===== config.mk =====
export PLATFORM = sky130hd
export DESIGN_NAME = iir_decimator
export DESIGN_NICKNAME = d
export VERILOG_FILES = /design/src/rtl/iir_decimator.sv
export SDC_FILE = /design/constraint.sdc
export NUM_CORES = 1
export LEC_CHECK = 0
export ABC_CLOCK_PERIOD_IN_PS = 3500
export BUFFER_PORTS_ARGS = -buffer_cell sky130_fd_sc_hd__buf_2
export CORE_MARGIN = 1.5
export CORE_UTILIZATION = 40
export DETAILED_ROUTE_END_ITERATION = 6
export PLACE_DENSITY = 0.64
export REMOVE_ABC_BUFFERS = 1
export SETUP_SLACK_MARGIN = 0.1
export SYNTH_ARGS = -nofsm -noshare
export SYNTH_HDL_FRONTEND = slang
export SYNTH_SLANG_ARGS = --single-unit

===== constraint.sdc =====
create_clock -name clk -period 3.5 [get_ports clk]
set_input_delay 0.7 -clock clk [delete_from_list [all_inputs] [get_ports clk]]
set_output_delay 0.7 -clock clk [all_outputs]
set_load 0.01 [all_outputs]

===== src/rtl/iir_decimator.sv =====
// iir_decimator: boxcar average + decimate-by-2**DECIM_LOG2 of a signed
// sample stream, results buffered in a show-ahead FIFO on valid/ready.
// Optional macro DECIM_ROUND_EN: round half toward +inf and clamp.
// Ports:
//   clk, reset_n (async, active-low), sync_clr (sync clear of everything)
//   in_valid/in_data   : signed input samples
//   out_valid/out_ready/out_data : averaged results (head of FIFO)
//   fifo_level         : stored result count
//   overflow           : sticky, a result was dropped on a full FIFO
module iir_decimator #(
    parameter int DATA_W     = 16,
    parameter int DECIM_LOG2 = 2,
    parameter int FIFO_DEPTH = 4
) (
    input  logic                          clk,
    input  logic                          reset_n,
    input  logic                          sync_clr,
    input  logic                          in_valid,
    input  logic signed [DATA_W-1:0]      in_data,
    output logic                          out_valid,
    input  logic                          out_ready,
    output logic signed [DATA_W-1:0]      out_data,
    output logic [$clog2(FIFO_DEPTH):0]   fifo_level,
    output logic                          overflow
);

    localparam int SW = DATA_W + DECIM_LOG2;
    localparam int AW = $clog2(FIFO_DEPTH);
    localparam logic [AW:0] FULL = (AW+1)'(FIFO_DEPTH);

    logic signed [SW-1:0]     r_acc;
    logic [DECIM_LOG2-1:0]    r_cnt;
    logic [DATA_W-1:0]        r_mem [FIFO_DEPTH];
    logic [AW-1:0]            r_wptr;
    logic [AW-1:0]            r_rptr;
    logic [AW:0]              r_level;
    logic                     r_ovf;

    logic signed [SW-1:0]     w_sum;
    logic                     w_dump;
    logic [DATA_W-1:0]        w_res;
    logic                     w_pop;
    logic                     w_full;
    logic                     w_wr;
    logic                     w_unused_lsb;

    assign w_sum  = r_acc + {{DECIM_LOG2{in_data[DATA_W-1]}}, in_data};
    // Block ends on the sample taken while cnt sits at N-1.
    assign w_dump = in_valid & (&r_cnt);

`ifdef DECIM_ROUND_EN
    localparam logic [SW:0] HALF = (SW+1)'(1) << (DECIM_LOG2 - 1);

    logic [SW:0]     w_rnd;
    logic [DATA_W:0] w_q;

    // One guard bit so the +half cannot wrap before the shift.
    assign w_rnd = {w_sum[SW-1], w_sum} + HALF;
    assign w_q   = w_rnd[SW:DECIM_LOG2];

    always_comb begin
        w_res = w_q[DATA_W-1:0];
        if (w_q[DATA_W] != w_q[DATA_W-1]) begin
            w_res = w_q[DATA_W] ? {1'b1, {(DATA_W-1){1'b0}}}
                                : {1'b0, {(DATA_W-1){1'b1}}};
        end
    end

    assign w_unused_lsb = ^w_rnd[DECIM_LOG2-1:0];
`else
    // Dropping the low bits is the arithmetic shift.
    assign w_res        = w_sum[SW-1:DECIM_LOG2];
    assign w_unused_lsb = ^w_sum[DECIM_LOG2-1:0];
`endif

    assign w_pop  = out_valid & out_ready;
    assign w_full = (r_level == FULL);
    assign w_wr   = w_dump & (~w_full | w_pop);

    always_ff @(posedge clk or negedge reset_n) begin
        if (!reset_n) begin
            r_acc <= '0;
            r_cnt <= '0;
        end else if (sync_clr) begin
            r_acc <= '0;
            r_cnt <= '0;
        end else if (in_valid) begin
            if (w_dump) begin
                r_acc <= '0;
                r_cnt <= '0;
            end else begin
                r_acc <= w_sum;
                r_cnt <= r_cnt + 1'b1;
            end
        end
    end

    always_ff @(posedge clk or negedge reset_n) begin
        if (!reset_n) begin
            for (int i = 0; i < FIFO_DEPTH; i++) r_mem[i] <= '0;
            r_wptr  <= '0;
            r_rptr  <= '0;
            r_level <= '0;
            r_ovf   <= 1'b0;
        end else if (sync_clr) begin
            r_wptr  <= '0;
            r_rptr  <= '0;
            r_level <= '0;
            r_ovf   <= 1'b0;
        end else begin
            if (w_wr) begin
                r_mem[r_wptr] <= w_res;
                r_wptr        <= r_wptr + 1'b1;
            end
            if (w_pop) r_rptr <= r_rptr + 1'b1;
            if (w_wr && !w_pop)      r_level <= r_level + 1'b1;
            else if (!w_wr && w_pop) r_level <= r_level - 1'b1;
            if (w_dump && w_full && !w_pop) r_ovf <= 1'b1;
        end
    end

    assign out_valid  = (r_level != '0);
    assign out_data   = out_valid ? r_mem[r_rptr] : '0;
    assign fifo_level = r_level;
    assign overflow   = r_ovf;

endmodule


==> metrics.md, run 1 <==
| Metric | Value |
|---|---|
| Outcome | finished clean |
| Ant diodes | 0 |
| Cell taking the most area after synthesis | dfrtp_1 |
| R2R cell count | 10 |
| Total setup buffers inserted after CTS | 0 |
| Antenna violations before repair | 0 |
| Hold WS | 322.1 ps |
| Sw Pwr | 1.114 mW |
| Final Non-Filler Cells | 612 |
| Startpoint types | flop |
| Crit share post-route | 82.10% |
| Final Max Tran Viols | 0 |
| # IOs | 42 |
| Remaining antenna violation count | 0 |
| Port Buffers | 41 |
| DR WL/cell | 17.46 um |
| Reg2reg start | r_acc[0]$_DFFE_PN0P_ |
| Row cnt | 40 |
| Global Route met3 Usage | 3.970% |
| GPL Wtd Cong | 0.8358 |
| Rel. slew slack | 55.33% |
| Pwr Density | 591.9 nW/um^2 |
| Post-route cell area | 5667 um^2 |
| Setup-failing EPs final | 0 |
| Worst setup EP type | primary output |
| Seq/Total Area, Yosys | 46.56% |
| RSZ-0062 raised after global routing | false |
| P_int | 2.240 mW |
| CTS tree | done |
| WP depth | 4 |
| CP max-delay cell | dfrtp_1 |
| Worst-path fanout max | 11 |
| TritonCTS buffer count | 9 |
| Max-cap violations | 0 |
| # nets final | 505 |
| Final worst setup slack | 626.3 ps |
| First-pass GRT wire length | 18.02 mm |
| Starting Density | 41.17% |
| Reg2reg end | r_mem[60]$_DFFE_PN0P_ |
| Setup Skew | 5.283 ps |
| Post-synth top flop | dfrtp_1 |
| Worst slew pin tran | 670.1 ps |
| Required @ worst endpoint | 2800 ps |
| Gr busiest metal | met2 |
| Share of cells above drive strength 1 | 31.61% |
| Worst skew pair latency | 340 ps |
| Cts hold-fix bufs | 0 |
| H-tree depth | 3 |
| Post-Syn Area | 4945 um^2 |
| FILL cells | 1090 |
| Via-to-Cell Ratio | 5.477 |
| Hold/Removal Path Class | input pin to async pin |
| Number of global-route vias before repair | 3612 |
| Critical path, cell by cell | buf_12, mux4_2, and2_1, buf_2 |
| Leak pwr | 2.769 nW |
| Clock Path Buffers | 2 |
| Met2 Resource Use GR | 30.84% |
| Clock root buffer | clkbuf_16 |
| Arrival time at the worst endpoint | 2170 ps |
| Yosys reg bits | 92 |
| Sw Ratio | 33.22% |
| Crit-path leading delay family | flip-flops |
| Sink Count | 92 |
| Largest net degree at the start of global routing | 41 |
| Post-synth ARST share | 100.0% |
| Post-CTS sizing | 0 |
| Placed Instance Area | 5363 um^2 |
| Top-area cell type share of the netlist area | 46.56% |
| DR pass1 iterations | 4 |
| Worst setup path start | r_rptr[0]$_DFFE_PN0P_ |
| Setup TNS | 0 ps |
| Vias | 3352 |
| Final wirelength | 10.69 mm |
| Final hold vios | 0 |
| Die footprint | 13040 um^2 |
| Clock transition at the registers of the reported paths | 70 ps |
| Worst Setup Path Type | flop to primary output |
| Drt first-iter violations | 170 |
| Grt ovf | 0 |
| Die width | 114.2 um |
| Combinational power share | 31.8% |
| Dpl ws | 440.3 ps |
| Synth-to-Final Area Change | 14.60% |
| CP peak stage delay | 750 ps |
| Min Tclk post-route | 2874 ps |
| Synthesized netlist cell count | 415 |
| Peak supply drop | 0.2527 mV |
| Syn_area_per_cell | 11.92 um^2 |
| Max Fclk | 348.0 MHz |
| Final HPWL DP | 7.572 mm |
| Synth top area cells | dfrtp_1 (47%), mux2_2 (12%), mux4_2 (7.3%) |
| Cell variety after synth | 52 |
| Met1 usage | 23.17% |
| Yosys Warn Count | 0 |
| Tot GR Track Use | 18.04% |
| Clock network power share | 29.8% |
| WP buf/inv | 2 |
| Core Area | 12010 um^2 |
| Seq pwr share | 38.3% |
| Crit path to | out_data[9] |
| R2R Setup Slk | 790 ps |
| Die height | 114.2 um |
| Number of synthesized flops with an enable pin | 0 |
| DRC violations left | 0 |
| Cells after DPL | 596 |
stage by stage:
step	util (%)	power, mW
5_1_grt	47.18	3.557
6_report	47.18	3.354
2_1_floorplan	-	2.003
3_3_place_gp	44.65	2.345
4_1_cts	47.18	3.390
3_5_place_dp	44.65	2.379
layout make-up:
| class | instances | area (um^2) | area share (%) |
|---|---|---|---|
| tap | 147 | 183.9 | 3.246 |
| clock buffer | 9 | 225.2 | 3.974 |
| sequential | 92 | 2302 | 40.63 |
| timing repair buffer | 55 | 325.3 | 5.741 |
| clock inverter | 7 | 78.83 | 1.391 |
| inverter | 8 | 30.03 | 0.5299 |
| multi-input combinational | 294 | 2521 | 44.49 |
power groups by stage:
| stage | Combinational, mW | Sequential, mW | Clock, mW |
|---|---|---|---|
| 6_report | 1.07 | 1.29 | 1.00 |
| 5_1_grt | 1.19 | 1.30 | 1.07 |
| 4_1_cts | 1.08 | 1.29 | 1.02 |
| 2_1_floorplan | 0.702 | 1.30 | 0 |
| 3_3_place_gp | 1.05 | 1.30 | 0 |
| 3_5_place_dp | 1.07 | 1.30 | 0 |
synth_stat cells, types with 3 or more instances:
cell type / instances
buf_2: 10
o21ai_0: 7
ha_1: 22
a21o_1: 6
nand2_1: 14
dfrtp_1: 92
nor3_1: 4
clkbuf_1: 10
and3_1: 5
xnor2_1: 13
mux2_2: 51
nand3_1: 7
or3_1: 3
mux4_2: 16
inv_1: 8
nor2b_1: 5
nor2_1: 33
and2_1: 22
a21oi_1: 31
xor2_1: 4
a22o_1: 13
a31oi_1: 4
worst min-delay path by stage:
stage	endpoint	slack (ps)	depth (start not counted)
floorplan	fifo_level[0]$_DFFE_PN0P_	400	0
global placement	r_acc[10]$_DFFE_PN0P_	470	2
detailed placement	r_acc[10]$_DFFE_PN0P_	480	2
CTS	r_mem[18]$_DFFE_PN0P_	340	1
global route	r_mem[18]$_DFFE_PN0P_	370	1
finish	r_mem[18]$_DFFE_PN0P_	320	1
cell usage in the layout, fill, tap and decap left out, types with 2 or more instances in the layout:
cell	count
nor2_1	33
o21bai_1	2
mux4_2	16
buf_2	40
nor2b_1	5
clkbuf_16	9
buf_4	14
and3_1	5
o21ai_0	7
a221oi_1	2
xnor2_1	13
a21o_1	6
a31oi_1	4
nand3_1	7
fa_1	2
xor2_1	4
nand2_1	14
or3_1	3
inv_1	8
a22o_1	13
a21oi_1	31
and2_1	22
dfrtp_1	92
mux2_2	51
a31o_2	2
inv_6	4
ha_1	22
nor3_1	4
o211ai_1	2
sequential cells by signal (all words and copies together), names as in the netlist:
| signal | flops |
|---|---|
| r_rptr | 2 |
| r_acc | 18 |
| overflow | 1 |
| r_cnt | 2 |
| fifo_level | 3 |
| r_wptr | 2 |
| r_mem | 64 |
metal layers:
metal	share of wire, %	vias up
met5	0	-
met2	50	48
met4	1.2	0
met1	46	1696
li1	-	1599
met3	3.3	9
cell families (layout without fill, tap and decap cells):
family	after synthesis	count (layout)	share of synthesized area [%]
compound gates	81	81	11.11
xor+xnor	18	18	3.467
fa+ha+maj	24	24	6.376
buf+inv	29	79	2.455
flops	92	92	46.56
mux	69	69	19.41
simple gates	102	102	10.63
No activity file was read; power rests on OpenSTA's default activity.
==> run 2, diff against run 1 <==
--- a/config.mk
+++ b/config.mk
@@ -5,12 +5,13 @@
 export SDC_FILE = /design/constraint.sdc
 export NUM_CORES = 1
 export LEC_CHECK = 0
-export ABC_CLOCK_PERIOD_IN_PS = 3500
+export ABC_AREA = 1
+export ABC_CLOCK_PERIOD_IN_PS = 2600
 export BUFFER_PORTS_ARGS = -buffer_cell sky130_fd_sc_hd__buf_2
 export CORE_MARGIN = 1.5
 export CORE_UTILIZATION = 40
 export DETAILED_ROUTE_END_ITERATION = 6
-export PLACE_DENSITY = 0.64
+export PLACE_DENSITY = 0.66
 export REMOVE_ABC_BUFFERS = 1
 export SETUP_SLACK_MARGIN = 0.1
 export SYNTH_ARGS = -nofsm -noshare
==> constraint.sdc (replaced) <==
create_clock -name clk -period 2.6 [get_ports clk]
set_input_delay 0.52 -clock clk [delete_from_list [all_inputs] [get_ports clk]]
set_output_delay 0.52 -clock clk [all_outputs]
set_load 0.01 [all_outputs]
==> metrics.md, run 2 <==
| Metric | Value |
|---|---|
| Top-area cell type share of the netlist area | 43.45% |
| Sink Count | 92 |
| Peak supply drop | 0.2888 mV |
| First-pass GRT wire length | 22.37 mm |
| Cts hold-fix bufs | 0 |
| Hold/Removal Path Class | input pin to async pin |
| Ant diodes | 0 |
| Reg2reg start | r_acc[0]$_DFFE_PN0P_ |
| Cell taking the most area after synthesis | dfrtp_1 |
| Yosys reg bits | 92 |
| Clock root buffer | clkbuf_16 |
| Yosys Warn Count | 0 |
| Final HPWL DP | 9.340 mm |
| Outcome | finished clean |
| Crit path to | out_data[3] |
| Port Buffers | 41 |
| Post-synth top flop | dfrtp_1 |
| Syn_area_per_cell | 7.850 um^2 |
| Remaining antenna violation count | 0 |
| Most common cell in the netlist | nand2_1 |
| Setup-failing EPs final | 0 |
| Row cnt | 41 |
| Via-to-Cell Ratio | 5.131 |
| Post-Syn Area | 5299 um^2 |
| Final Max Tran Viols | 0 |
| Synth top cells by count | nand2_1 (172), dfrtp_1 (92), nand3_1 (63) |
| Rel. slew slack | 64.85% |
| # nets final | 758 |
| GPL Wtd Cong | 0.8707 |
| DRC violations left | 0 |
| Hold WS | 149.7 ps |
| Die height | 118.1 um |
| Grt ovf | 0 |
| Final hold vios | 0 |
| Die width | 118.1 um |
| Synth-to-Final Area Change | 11.92% |
| Vias | 4567 |
| Max Fclk | 418.8 MHz |
| Worst slew pin tran | 527.2 ps |
| # IOs | 42 |
| RSZ-0062 raised after global routing | true |
| CTS tree | done |
| Share of cells above drive strength 1 | 16.71% |
| Max reg flops | 64 |
| Drt first-iter violations | 321 |
| R2R Setup Slk | 560 ps |
| Synth top area cells | dfrtp_1 (43%), nand2_1 (12%), nand3_1 (6.0%) |
| Synthesized netlist cell count | 675 |
| Cell variety after synth | 40 |
| Arrival time at the worst endpoint | 1870 ps |
| Number of global-route vias before repair | 4504 |
| Largest net degree at the start of global routing | 55 |
| H-tree depth | 3 |
| TritonCTS buffer count | 9 |
| Starting Density | 41.48% |
| Worst-path fanout max | 17 |
| DR WL/cell | 14.91 um |
| Final wirelength | 13.27 mm |
| Worst setup path start | r_rptr[0]$_DFFE_PN0P_ |
| Max-cap violations | 0 |
| Worst Setup Path Type | flop to primary output |
| Leak pwr | 3.127 nW |
| Most common cell after layout, fill and taps aside | nand2_1 |
| Reg2reg end | r_mem[24]$_DFFE_PN0P_ |
| R2R cell count | 10 |
| Startpoint types | flop |
| Number of synthesized flops with an enable pin | 0 |
| Post-synth ARST share | 100.0% |
| Most frequent cells in the layout | nand2_1 (172), dfrtp_1 (92), nand3_1 (63) |
| Setup Skew | 8.497 ps |
| Clock transition at the registers of the reported paths | 70 ps |
| Crit share post-route | 91.85% |
| Tot GR Track Use | 20.12% |
| Antenna violations before repair | 0 |
| Required @ worst endpoint | 2080 ps |
| Core Area | 12770 um^2 |
| Worst skew pair latency | 340 ps |
| Setup TNS | 0 ps |
| FILL cells | 1256 |
| Worst setup EP type | primary output |
| Pwr Density | 753.3 nW/um^2 |
| Seq/Total Area, Yosys | 43.45% |
| Most flop-heavy register | r_mem |
| Die footprint | 13950 um^2 |
| DR pass1 iterations | 5 |
| Min Tclk post-route | 2388 ps |
| Clock Path Buffers | 2 |
run 2: cell count changes in the layout (fill, tap and decap cells not counted), moves of 10 or more:
cell | previous run | this run
nand3_1 | 7 | 63
o21ai_0 | 7 | 60
mux2_2 | 51 | 0
nand2_1 | 14 | 172
and2_1 | 22 | 1
a21oi_1 | 31 | 46
inv_1 | 8 | 52
mux4_2 | 16 | 0
nor2_1 | 33 | 54
a22o_1 | 13 | 2
xnor2_1 | 13 | 3
o21ai_1 | 0 | 15
nand2_2 | 0 | 25
run 2: worst min path at each step:
| stage | slack (ps) | endpoint | depth (start not counted) | from |
|---|---|---|---|---|
| floorplan | 220 | fifo_level[0]$_DFFE_PN0P_ | 0 | reset_n |
| detailed placement | 460 | r_mem[13]$_DFFE_PN0P_ | 2 | r_mem[13]$_DFFE_PN0P_ |
| CTS | 170 | r_cnt[1]$_DFFE_PN0P_ | 1 | reset_n |
| global route | 180 | r_cnt[0]$_DFFE_PN0P_ | 1 | reset_n |
| global placement | 460 | r_cnt[1]$_DFFE_PN0P_ | 2 | r_cnt[1]$_DFFE_PN0P_ |
| finish | 150 | r_cnt[0]$_DFFE_PN0P_ | 1 | reset_n |
run 2: per-layer routing:
layer | part of all wire, % | vias up | wire length [um] | global-route usage (%)
met5 | 0 | - | 0 | 0
li1 | - | 2268 | - | -
met3 | 4.3 | 19 | 568 | 2.762
met2 | 46 | 117 | 6093 | 32.41
met1 | 48 | 2163 | 6357 | 27.40
met4 | 1.9 | 0 | 249 | 7.851
run 2: worst max-delay path: stages (launching register included):
cell and delay, ps:
dfrtp_1 380, inv_1 380, buf_4 310, o21ai_0 130
a21oi_1 170, buf_2 160
run 2: power breakdown:
group          internal (mW)  switching (mW)  total, mW
combinational          0.495           0.984       1.48
sequential              1.56          0.0852       1.64
clock                  0.776           0.570       1.35
run 2: cell type report:
type	instances	area, um^2	area share, %
clock buffers	11	242.7	4.093
flip-flops and latches	92	2302	38.82
well taps	172	215.2	3.629
clock inverters	5	60.06	1.013
repair buffers	51	295.3	4.979
multi-input cells	498	2577	43.46
inverters	61	237.7	4.008
run 2: per-stage QoR:
| step | std cells | setup WS (ps) | util [%] | cell area [um^2] | power [mW] |
|---|---|---|---|---|---|
| 6_report | 890 | 212.0 | 46.43 | 5931 | 4.467 |
| 5_1_grt | 890 | 92.33 | 46.43 | 5931 | 4.750 |
| 4_1_cts | 890 | 212.8 | 46.43 | 5931 | 4.492 |
| 3_5_place_dp | 874 | 320.2 | 44.06 | 5628 | 3.142 |
| 3_3_place_gp | 874 | 390.0 | 44.06 | 5628 | 3.112 |
| 2_1_floorplan | 651 | 318.6 | - | 5117 | 2.602 |
run 2: cells by family after synthesis:
group                    synth area share, %
AND/OR/NAND/NOR                        28.05
AO/OA/AOI/OAI                          13.48
flip-flops                             43.45
buffers and inverters                  7.910
adder cells (fa/ha/maj)                5.950
XOR/XNOR                               1.157
run 2: repair_timing:
action                     4_1_cts  5_1_grt
buffers inserted                 0        0
gates resized for setup          0        0
setup endpoints to repair        0        2
